File: src/rtl/rbot_pkg.sv
// Move codes and batch geometry shared by move_batcher and update_state.
package rbot_pkg;

    localparam int N_MOVES = 50;
    localparam int MOVE_W  = 4;

    localparam logic [MOVE_W-1:0] MV_NOP = 4'd0;
    localparam logic [MOVE_W-1:0] MV_R   = 4'd2;
    localparam logic [MOVE_W-1:0] MV_RI  = 4'd3;
    localparam logic [MOVE_W-1:0] MV_U   = 4'd4;
    localparam logic [MOVE_W-1:0] MV_UI  = 4'd5;
    localparam logic [MOVE_W-1:0] MV_F   = 4'd6;
    localparam logic [MOVE_W-1:0] MV_FI  = 4'd7;
    localparam logic [MOVE_W-1:0] MV_L   = 4'd8;
    localparam logic [MOVE_W-1:0] MV_LI  = 4'd9;
    localparam logic [MOVE_W-1:0] MV_B   = 4'd10;
    localparam logic [MOVE_W-1:0] MV_BI  = 4'd11;
    localparam logic [MOVE_W-1:0] MV_D   = 4'd12;
    localparam logic [MOVE_W-1:0] MV_DI  = 4'd13;

    typedef enum logic [1:0] {
        ST_FILL  = 2'd0,
        ST_ISSUE = 2'd1,
        ST_WAIT  = 2'd2
    } batch_state_t;

    // Codes 1, 14 and 15 have no meaning downstream.
    function automatic logic is_legal_move(input logic [MOVE_W-1:0] code);
        return !((code == 4'd1) || (code == 4'd14) || (code == 4'd15));
    endfunction

endpackage

File: src/rtl/move_batcher.sv
// Packs single move codes into a 50-slot move word for update_state and
// holds the issued batch until update_state signals completion.
module move_batcher #(
    parameter int N_MOVES = rbot_pkg::N_MOVES,
    parameter int MOVE_W  = rbot_pkg::MOVE_W
) (
    input  logic                       clock,
    input  logic                       reset_n,
    input  logic [MOVE_W-1:0]          move_in,
    input  logic                       move_valid,
    output logic                       move_ready,
    input  logic                       flush,
    input  logic                       state_updated,
    output logic [N_MOVES*MOVE_W-1:0]  moves,
    output logic                       new_moves_ready,
    output logic                       busy,
    output logic                       invalid_seen,
    output logic [7:0]                 batch_count
);
    import rbot_pkg::*;

    localparam int TOTAL_W = N_MOVES * MOVE_W;
    localparam int CNT_W   = $clog2(N_MOVES + 1);
    localparam int SH_W    = $clog2(TOTAL_W);

    batch_state_t         state, state_nxt;
    logic [CNT_W-1:0]     count, count_nxt;
    logic [TOTAL_W-1:0]   moves_nxt;
    logic [TOTAL_W-1:0]   slot_word;
    logic [SH_W-1:0]      shamt;
    logic                 nmr_nxt, busy_nxt, inv_nxt;
    logic [7:0]           bc_nxt;
    logic                 accept, legal;

    assign move_ready = (state == ST_FILL) && (count < CNT_W'(N_MOVES));

    always_comb begin
        state_nxt = state;
        count_nxt = count;
        moves_nxt = moves;
        nmr_nxt   = 1'b0;
        busy_nxt  = busy;
        inv_nxt   = invalid_seen;
        bc_nxt    = batch_count;
        accept    = 1'b0;
        legal     = is_legal_move(move_in);
        shamt     = SH_W'(int'(count) * MOVE_W);
        // Slot 0 sits in the MSBs, so slot k is the top nibble shifted right.
        slot_word = {move_in, {(TOTAL_W-MOVE_W){1'b0}}} >> shamt;

        case (state)
            ST_FILL: begin
                accept = move_valid && move_ready;
                if (accept) begin
                    if (legal) begin
                        moves_nxt = moves | slot_word;
                        count_nxt = count + 1'b1;
                    end else begin
                        inv_nxt = 1'b1;
                    end
                end
                if ((accept && legal && (count_nxt == CNT_W'(N_MOVES))) ||
                    (flush && (count_nxt != '0))) begin
                    state_nxt = ST_ISSUE;
                    nmr_nxt   = 1'b1;
                    busy_nxt  = 1'b1;
                    bc_nxt    = batch_count + 8'd1;
                end
            end
            ST_ISSUE: begin
                state_nxt = ST_WAIT;
            end
            ST_WAIT: begin
                if (state_updated) begin
                    state_nxt = ST_FILL;
                    moves_nxt = '0;
                    count_nxt = '0;
                    busy_nxt  = 1'b0;
                end
            end
            default: begin
                state_nxt = ST_FILL;
                moves_nxt = '0;
                count_nxt = '0;
                busy_nxt  = 1'b0;
            end
        endcase
    end

    always_ff @(posedge clock or negedge reset_n) begin
        if (!reset_n) begin
            state           <= ST_FILL;
            count           <= '0;
            moves           <= '0;
            new_moves_ready <= 1'b0;
            busy            <= 1'b0;
            invalid_seen    <= 1'b0;
            batch_count     <= 8'd0;
        end else begin
            state           <= state_nxt;
            count           <= count_nxt;
            moves           <= moves_nxt;
            new_moves_ready <= nmr_nxt;
            busy            <= busy_nxt;
            invalid_seen    <= inv_nxt;
            batch_count     <= bc_nxt;
        end
    end

endmodule

File: config.mk
export PLATFORM = sky130hd
export DESIGN_NAME = move_batcher
export DESIGN_NICKNAME = d
export VERILOG_FILES = /design/src/rtl/rbot_pkg.sv /design/src/rtl/move_batcher.sv
export SDC_FILE = /design/constraint.sdc
export NUM_CORES = 1
export LEC_CHECK = 0
export BUFFER_PORTS_ARGS = -buffer_cell sky130_fd_sc_hd__clkbuf_2
export CORE_MARGIN = 1.5
export CORE_UTILIZATION = 35
export DETAILED_ROUTE_END_ITERATION = 8
export RECOVER_POWER = 50
export SLEW_MARGIN = 10
export SYNTH_ARGS = -nofsm -noshare
export SYNTH_HDL_FRONTEND = slang
export SYNTH_SLANG_ARGS = --single-unit
File: constraint.sdc
create_clock -name clock -period 5.5 [get_ports clock]
set_clock_uncertainty 0.1 [all_clocks]
set_input_delay 0 -clock clock [delete_from_list [all_inputs] [get_ports clock]]
set_output_delay 0 -clock clock [all_outputs]
set_load 0.05 [all_outputs]
==> results of run 1 <==
-- synth_stat cells, drive strengths merged, types with 3 or more instances --
| cell | instances |
|---|---|
| a21oi | 203 |
| and2 | 12 |
| and3 | 7 |
| buf | 11 |
| clkbuf | 48 |
| dfrtp | 219 |
| mux2 | 3 |
| nand2 | 9 |
| nand2b | 3 |
| nand3 | 5 |
| nand4 | 6 |
| nor2 | 218 |
| nor2b | 3 |
| nor3 | 8 |
| o21ai | 3 |
| xnor2 | 7 |
-- area by class of cell --
cell class	instances	area, µm²
clock buffers	31	678
clock inverters	9	103
fillers	2400	13200
inverters	1	3.75
multi-input cells	519	2600
flip-flops and latches	219	5480
well taps	319	399
repair buffers	231	927
-- power by group through the flow --
| stage | Clock [mW] | Sequential [mW] | Combinational, mW |
|---|---|---|---|
| finish | 1.61 | 1.82 | 1.15 |
| global route | 1.71 | 1.84 | 1.24 |
| CTS | 1.65 | 1.82 | 1.19 |
| detailed placement | 0 | 1.85 | 1.19 |
| global placement | 0 | 1.84 | 1.18 |
| floorplan | 0 | 2.11 | 0.545 |
-- routing by layer --
| layer | wire length [µm] | share of wire, % | global-route usage [%] | up-vias |
|---|---|---|---|---|
| met5 | 0 | 0 | 0 | - |
| met4 | 430 | 1.6 | 4.63 | 0 |
| met3 | 1960 | 7.4 | 5.12 | 31 |
| met2 | 12100 | 46 | 32.9 | 222 |
| met1 | 11900 | 45 | 30.3 | 3323 |
| li1 | - | - | - | 3075 |
-- registers in the layout, summed over array words and instances, names as in the netlist --
name	flops
invalid_seen	1
new_moves_ready	1
state	2
moves	200
busy	1
batch_count	8
count	6
-- worst min-delay path, cell delays in order --
cell,delay (ns)
clkbuf_2,0.10
or3b_4,0.25
nor4_2,0.11
nand2_1,0.08
o21ai_0,0.07
-- cells by family (layout without fill, tap and decap cells) --
kind of cell | count (synthesis) | count (layout) | share of synthesized area, %
mux | 5 | 5 | 0.646
fa+ha+maj | 2 | 2 | 0.301
xor+xnor | 8 | 8 | 0.842
simple gates | 281 | 281 | 15.2
flops | 219 | 219 | 65.8
compound gates | 223 | 223 | 14.3
buf+inv | 60 | 272 | 2.95
-- worst paths after layout --
| kind | start | end | slack, ns | cells after the start |
|---|---|---|---|---|
| setup / recovery | reset_n | moves[156]$_DFFE_PN0P_ | 2.04 | 3 |
| hold / removal | move_valid | count[1]$_DFFE_PN0P_ | 0.04 | 5 |
| setup reg to reg | state[0]$_DFFE_PN0P_ | moves[138]$_DFFE_PN0P_ | 2.25 | 3 |
| hold reg to reg | batch_count[7]$_DFFE_PN0P_ | batch_count[7]$_DFFE_PN0P_ | 0.37 | 1 |
| max in group clock | state[0]$_DFFE_PN0P_ | moves[138]$_DFFE_PN0P_ | 2.25 | 3 |
| min in group asynchronous | reset_n | moves[150]$_DFFE_PN0P_ | 0.80 | 2 |
==> results.sh, run 1 <==
export IMPL_grt_pass1_vias=6403
export IMPL_post_cts_buffers=0
export IMPL_power_frac_clock_pct=35.2
export IMPL_ys_flop_type="dfrtp_1"
export IMPL_grt_first_pass_wirelength_um=39700
export IMPL_cts_sinks=219
export IMPL_vdd_drop_max_mv=0.203
export IMPL_die_x_um=157
export IMPL_ys_ff_latch=219
export IMPL_synth_edff_count=0
export IMPL_portBuffers=220
export IMPL_drcViolationCount=0
export IMPL_numCtsBuffers=24
export IMPL_synthDistinctLibCells=52
export IMPL_post_dp_cell_area_mm2=0.00966
export IMPL_cp_end_kind="asynchronous set/reset pin"
export IMPL_avgViaCountPerCell=5.00
export IMPL_setup_tns_ns=0
export IMPL_wl_um=26400
export IMPL_die_h_um=157
export IMPL_finish_utilization_pct=43.6
export IMPL_avgSynthCellArea_um2=10.4
export IMPL_seq_area_frac_synth_pct=65.8
export IMPL_rsz0062_at_grt="no"
export IMPL_critPathRequiredTime_ns=5.80
export IMPL_worstHoldPathType="primary input to register"
export IMPL_failed_checks="max-capacitance violations, max-slew violations"
export IMPL_rows=56
export IMPL_arrival_ns=3.76
export IMPL_path_clk_slew_ns=0.06
export IMPL_yosys_top_cells_area="dfrtp_1, a21oi_1, nor2_1"
export IMPL_power_frac_comb_pct=25.1
export IMPL_syn_num_nets=809
export IMPL_synth_top_area_share_pct=65.8
export IMPL_placed_cells=1285
export IMPL_hold_viol_final=0
export IMPL_final_cell_mix="dfrtp_1, clkbuf_1, nor2_1"
export IMPL_cp_slowest_cell="clkbuf_2"
export IMPL_vias=6651
export IMPL_power_leakage_nw=4.81
export IMPL_die_area_mm2=0.0247
export IMPL_final_cell_count_no_fill=1329
export IMPL_cp_slowest_stage_delay_ns=1.92
export IMPL_crit_path_start_kind="primary input"
export IMPL_setup_viol=0
export IMPL_cts_resized=0
export IMPL_sw_frac_of_total_pct=37.4
export IMPL_final_common_cell="dfrtp_1"
export IMPL_cp_max_fo=108
export IMPL_worstSkewPairLatency_ns=0.51
export IMPL_p_int_mw=2.87
export IMPL_post_route_period_util_pct=62.9
export IMPL_grt_max_degree=109
export IMPL_ant_nets=0
export IMPL_p_seq_share_pct=39.7
export IMPL_first_iter_violations=462
export IMPL_whs_ns=0.0415
export IMPL_clockRootBuffer="clkbuf_16"
export IMPL_power_mw=4.58
export IMPL_worst_pin_slew_ns=2.72
export IMPL_power_switching_mw=1.72
export IMPL_synth_top_cell_by_area="dfrtp_1"
export IMPL_cp_top_family="buffers and inverters"
export IMPL_syn_inst=798
export IMPL_overflow=0
export IMPL_cts_hold_buf=4
export IMPL_ctsHtreeMaxLevel=1
export IMPL_wl_per_cell_um=19.8
export IMPL_antenna_found_initial=0
export IMPL_area_delta_synth_final_pct=22.5
export IMPL_global_route_usage_total_pct=21.3
export IMPL_gp_congestion=0.856
export IMPL_coreArea_mm2=0.0234
export IMPL_clock_path_buffers=3
export IMPL_max_cap_violations=2
export IMPL_final_area_mm2=0.0102
export IMPL_diodes=0
export IMPL_synthArstFlopShare_pct=100
export IMPL_ios=221
export IMPL_drive_gt1_share_pct=7.43
export IMPL_syn_cell_area_mm2=0.00832
export IMPL_status="finished with violations"
export IMPL_yosys_warnings=0
export IMPL_final_nets=1007
export IMPL_slew_headroom_pct=-81.5
export IMPL_setup_slack_ns=2.04
export IMPL_drtPass1Iterations=5
export IMPL_criticalPathCategory="primary input to asynchronous set/reset pin"
export IMPL_layout_min_cycle_time_ns=3.46
export IMPL_path_common_cell="clkbuf_2"
export IMPL_place_hpwl_um=16400
export IMPL_initial_core_util_pct=35.6
export IMPL_power_density_mw_per_mm2=450
export IMPL_max_freq_mhz=289
export IMPL_cp_cell_sequence="dlygate4sd3_1 -> clkbuf_2 -> clkbuf_2"
export IMPL_cp_buffers_inverters=3
export IMPL_finalMaxSlewViolations=162
export IMPL_post_place_ws_ns=2.32
export IMPL_cts_tree="built"
No activity file was read; power rests on OpenSTA's default activity.
==> run 2, diff against run 1 <==
clock period = 3.45 ns   (was 5.5 ns; I/O delays follow)
==> run 2 against run 1 <==
  * The run still ends with max-capacitance violations, max-slew violations left
  * Power increased by 65%
  * Critical path depth increased by 4
  * Sequential cell count unchanged
  * Wire length about the same
  * Non-clock buffer count increased by 8
  * Count of clock-buffer cells in the layout increased by 1
  * Core utilization increased by 1.1 points
  * Sequential power increased by 59%
  * Worst hold slack improved by 0.015 ns
  * Final area increased by 2.5%
  * Final cell count increased by 0.90%
  * Largest cell class unchanged
==> results.sh, run 2 (synthesis results as in run 1) <==
export IMPL_status="finished with violations"
export IMPL_failed_checks="max-capacitance violations, max-slew violations"
export IMPL_power_density_mw_per_mm2=725
export IMPL_drcViolationCount=0
export IMPL_drtPass1Iterations=5
export IMPL_max_cap_violations=1
export IMPL_cp_slowest_stage_delay_ns=0.62
export IMPL_final_nets=1016
export IMPL_fillers=2358
export IMPL_top_regs="moves x200, batch_count x8, count x6"
export IMPL_grt_first_pass_wirelength_um=39300
export IMPL_regMostFlops="moves"
export IMPL_die_area_mm2=0.0247
export IMPL_cp_buffers_inverters=0
export IMPL_drive_gt1_share_pct=14.4
export IMPL_max_freq_mhz=360
export IMPL_post_place_ws_ns=0.620
export IMPL_criticalPathCategory="register to register"
export IMPL_met2WireLength_um=12100
export IMPL_setup_tns_ns=0
export IMPL_finish_utilization_pct=44.6
export IMPL_ctsHtreeMaxLevel=1
export IMPL_post_route_period_util_pct=80.5
export IMPL_crit_path_start_kind="register"
export IMPL_cp_top_family="simple AND/OR/NAND/NOR gates"
export IMPL_cp_cell_sequence="or3b_4 -> or3_1 -> nor2_1 -> nand2_1 -> nor2_2 -> a21oi_1 -> nor2_1"
export IMPL_path_common_cell="nor2_1"
export IMPL_wl_um=26300
export IMPL_wl_per_cell_um=19.6
export IMPL_first_iter_violations=544
export IMPL_hold_viol_final=0
export IMPL_power_mw=7.58
export IMPL_path_clk_slew_ns=0.06
export IMPL_setup_slack_ns=0.674
export IMPL_finalMaxSlewViolations=87
export IMPL_antenna_found_initial=0
export IMPL_portBuffers=220
export IMPL_avgViaCountPerCell=5.03
export IMPL_worstSkewPairLatency_ns=0.51
export IMPL_whs_ns=0.0565
export IMPL_setup_viol=0
export IMPL_grt_pass1_vias=6327
export IMPL_coreArea_mm2=0.0234
export IMPL_ant_nets=0
export IMPL_place_hpwl_um=16300
export IMPL_met3_length_um=1920
export IMPL_rows=56
export IMPL_die_h_um=157
export IMPL_layout_min_cycle_time_ns=2.78
export IMPL_largest_register_ffs=200
export IMPL_rsz0062_at_grt="no"
export IMPL_ios=221
export IMPL_cts_sinks=219
export IMPL_critPathRequiredTime_ns=3.80
export IMPL_diodes=0
export IMPL_clock_path_buffers=3
export IMPL_area_delta_synth_final_pct=25.5
export IMPL_final_common_cell="dfrtp_1"
export IMPL_slew_headroom_pct=-46.0
export IMPL_overflow=0
export IMPL_grt_max_degree=162
export IMPL_arrival_ns=3.13
export IMPL_final_cell_mix="dfrtp_1, nor2_1, a21oi_1"
export IMPL_cp_end_kind="register"
export IMPL_vias=6739
export IMPL_worstHoldPathType="primary input to register"
export IMPL_vdd_drop_max_mv=0.375
export IMPL_clockRootBuffer="clkbuf_16"
export IMPL_highest_layer="met4"
export IMPL_post_cts_buffers=0
export IMPL_die_x_um=157
export IMPL_numCtsBuffers=25
export IMPL_power_leakage_nw=5.12
export IMPL_cp_max_fo=16
export IMPL_cts_resized=0
export IMPL_cts_tree="built"
export IMPL_global_route_usage_total_pct=20.9
export IMPL_wl_met1_um=11800
export IMPL_initial_core_util_pct=35.6
export IMPL_worst_pin_slew_ns=2.19
export IMPL_cp_slowest_cell="nor2_2"
export IMPL_gp_congestion=0.820
[run 2: cell types whose count changed in the layout (fill, tap and decap cells not counted)]
cell           change
clkbuf_1          -60
clkbuf_2          +59
buf_4              +5
clkinv_2           +3
clkinvlp_4         -3
buf_12             +2
bufinv_16          +2
clkbuf_8           +2
dlygate4sd3_1      +1
inv_6              +1
o21a_1             -1
o21a_4             +1
[run 2: per-layer routing]
layer | track usage, % | vias to the layer above
met5 | 0 | -
met1 | 29.5 | 3357
li1 | - | 3102
met3 | 5.04 | 36
met2 | 32.6 | 244
met4 | 5.03 | 0
[run 2: worst paths after layout]
kind | start | endpoint | slack, ns | cells past startpoint
max in group asynchronous | reset_n | moves[69]$_DFFE_PN0P_ | 1.08 | 3
max | state[1]$_DFFE_PN0P_ | moves[49]$_DFFE_PN0P_ | 0.67 | 7
min reg2reg | batch_count[7]$_DFFE_PN0P_ | batch_count[7]$_DFFE_PN0P_ | 0.37 | 1
min | move_in[0] | moves[52]$_DFFE_PN0P_ | 0.06 | 5
max reg2reg | state[1]$_DFFE_PN0P_ | moves[49]$_DFFE_PN0P_ | 0.67 | 7
min in group asynchronous | reset_n | moves[134]$_DFFE_PN0P_ | 0.58 | 2
[run 2: worst register-to-register path, stage by stage, from the launching register on]
cell,delay (ns)
dfrtp_1,0.42
or3b_4,0.43
or3_1,0.50
nor2_1,0.20
nand2_1,0.17
nor2_2,0.62
a21oi_1,0.16
nor2_1,0.13
[run 2: cell type report]
type | instances | area, µm² | area share [%]
Tap cell | 319 | 399 | 3.82
Clock buffer | 32 | 702 | 6.72
Sequential cell | 219 | 5480 | 52.4
Clock inverter | 12 | 164 | 1.57
Multi-Input combinational cell | 519 | 2610 | 25.0
Timing Repair Buffer | 239 | 1090 | 10.4
Inverter | 1 | 3.75 | 0.0359
[run 2: through the flow]
step / instance area [µm²] / cells
floorplan: 8320 / 798
global placement: 9740 / 1292
detailed placement: 9740 / 1292
CTS: 10700 / 1341
global route: 10400 / 1341
finish: 10400 / 1341
[run 2: repair_timing]
item / in CTS / in global routing
hold buffers: 5 / 0
hold endpoints to repair: 186 / 0
setup endpoints to repair: 0 / 0
[run 2: power breakdown]
part / internal [mW] / switching [mW]
logic: 0.351 / 1.53
clock network: 1.73 / 1.07
registers: 2.73 / 0.169
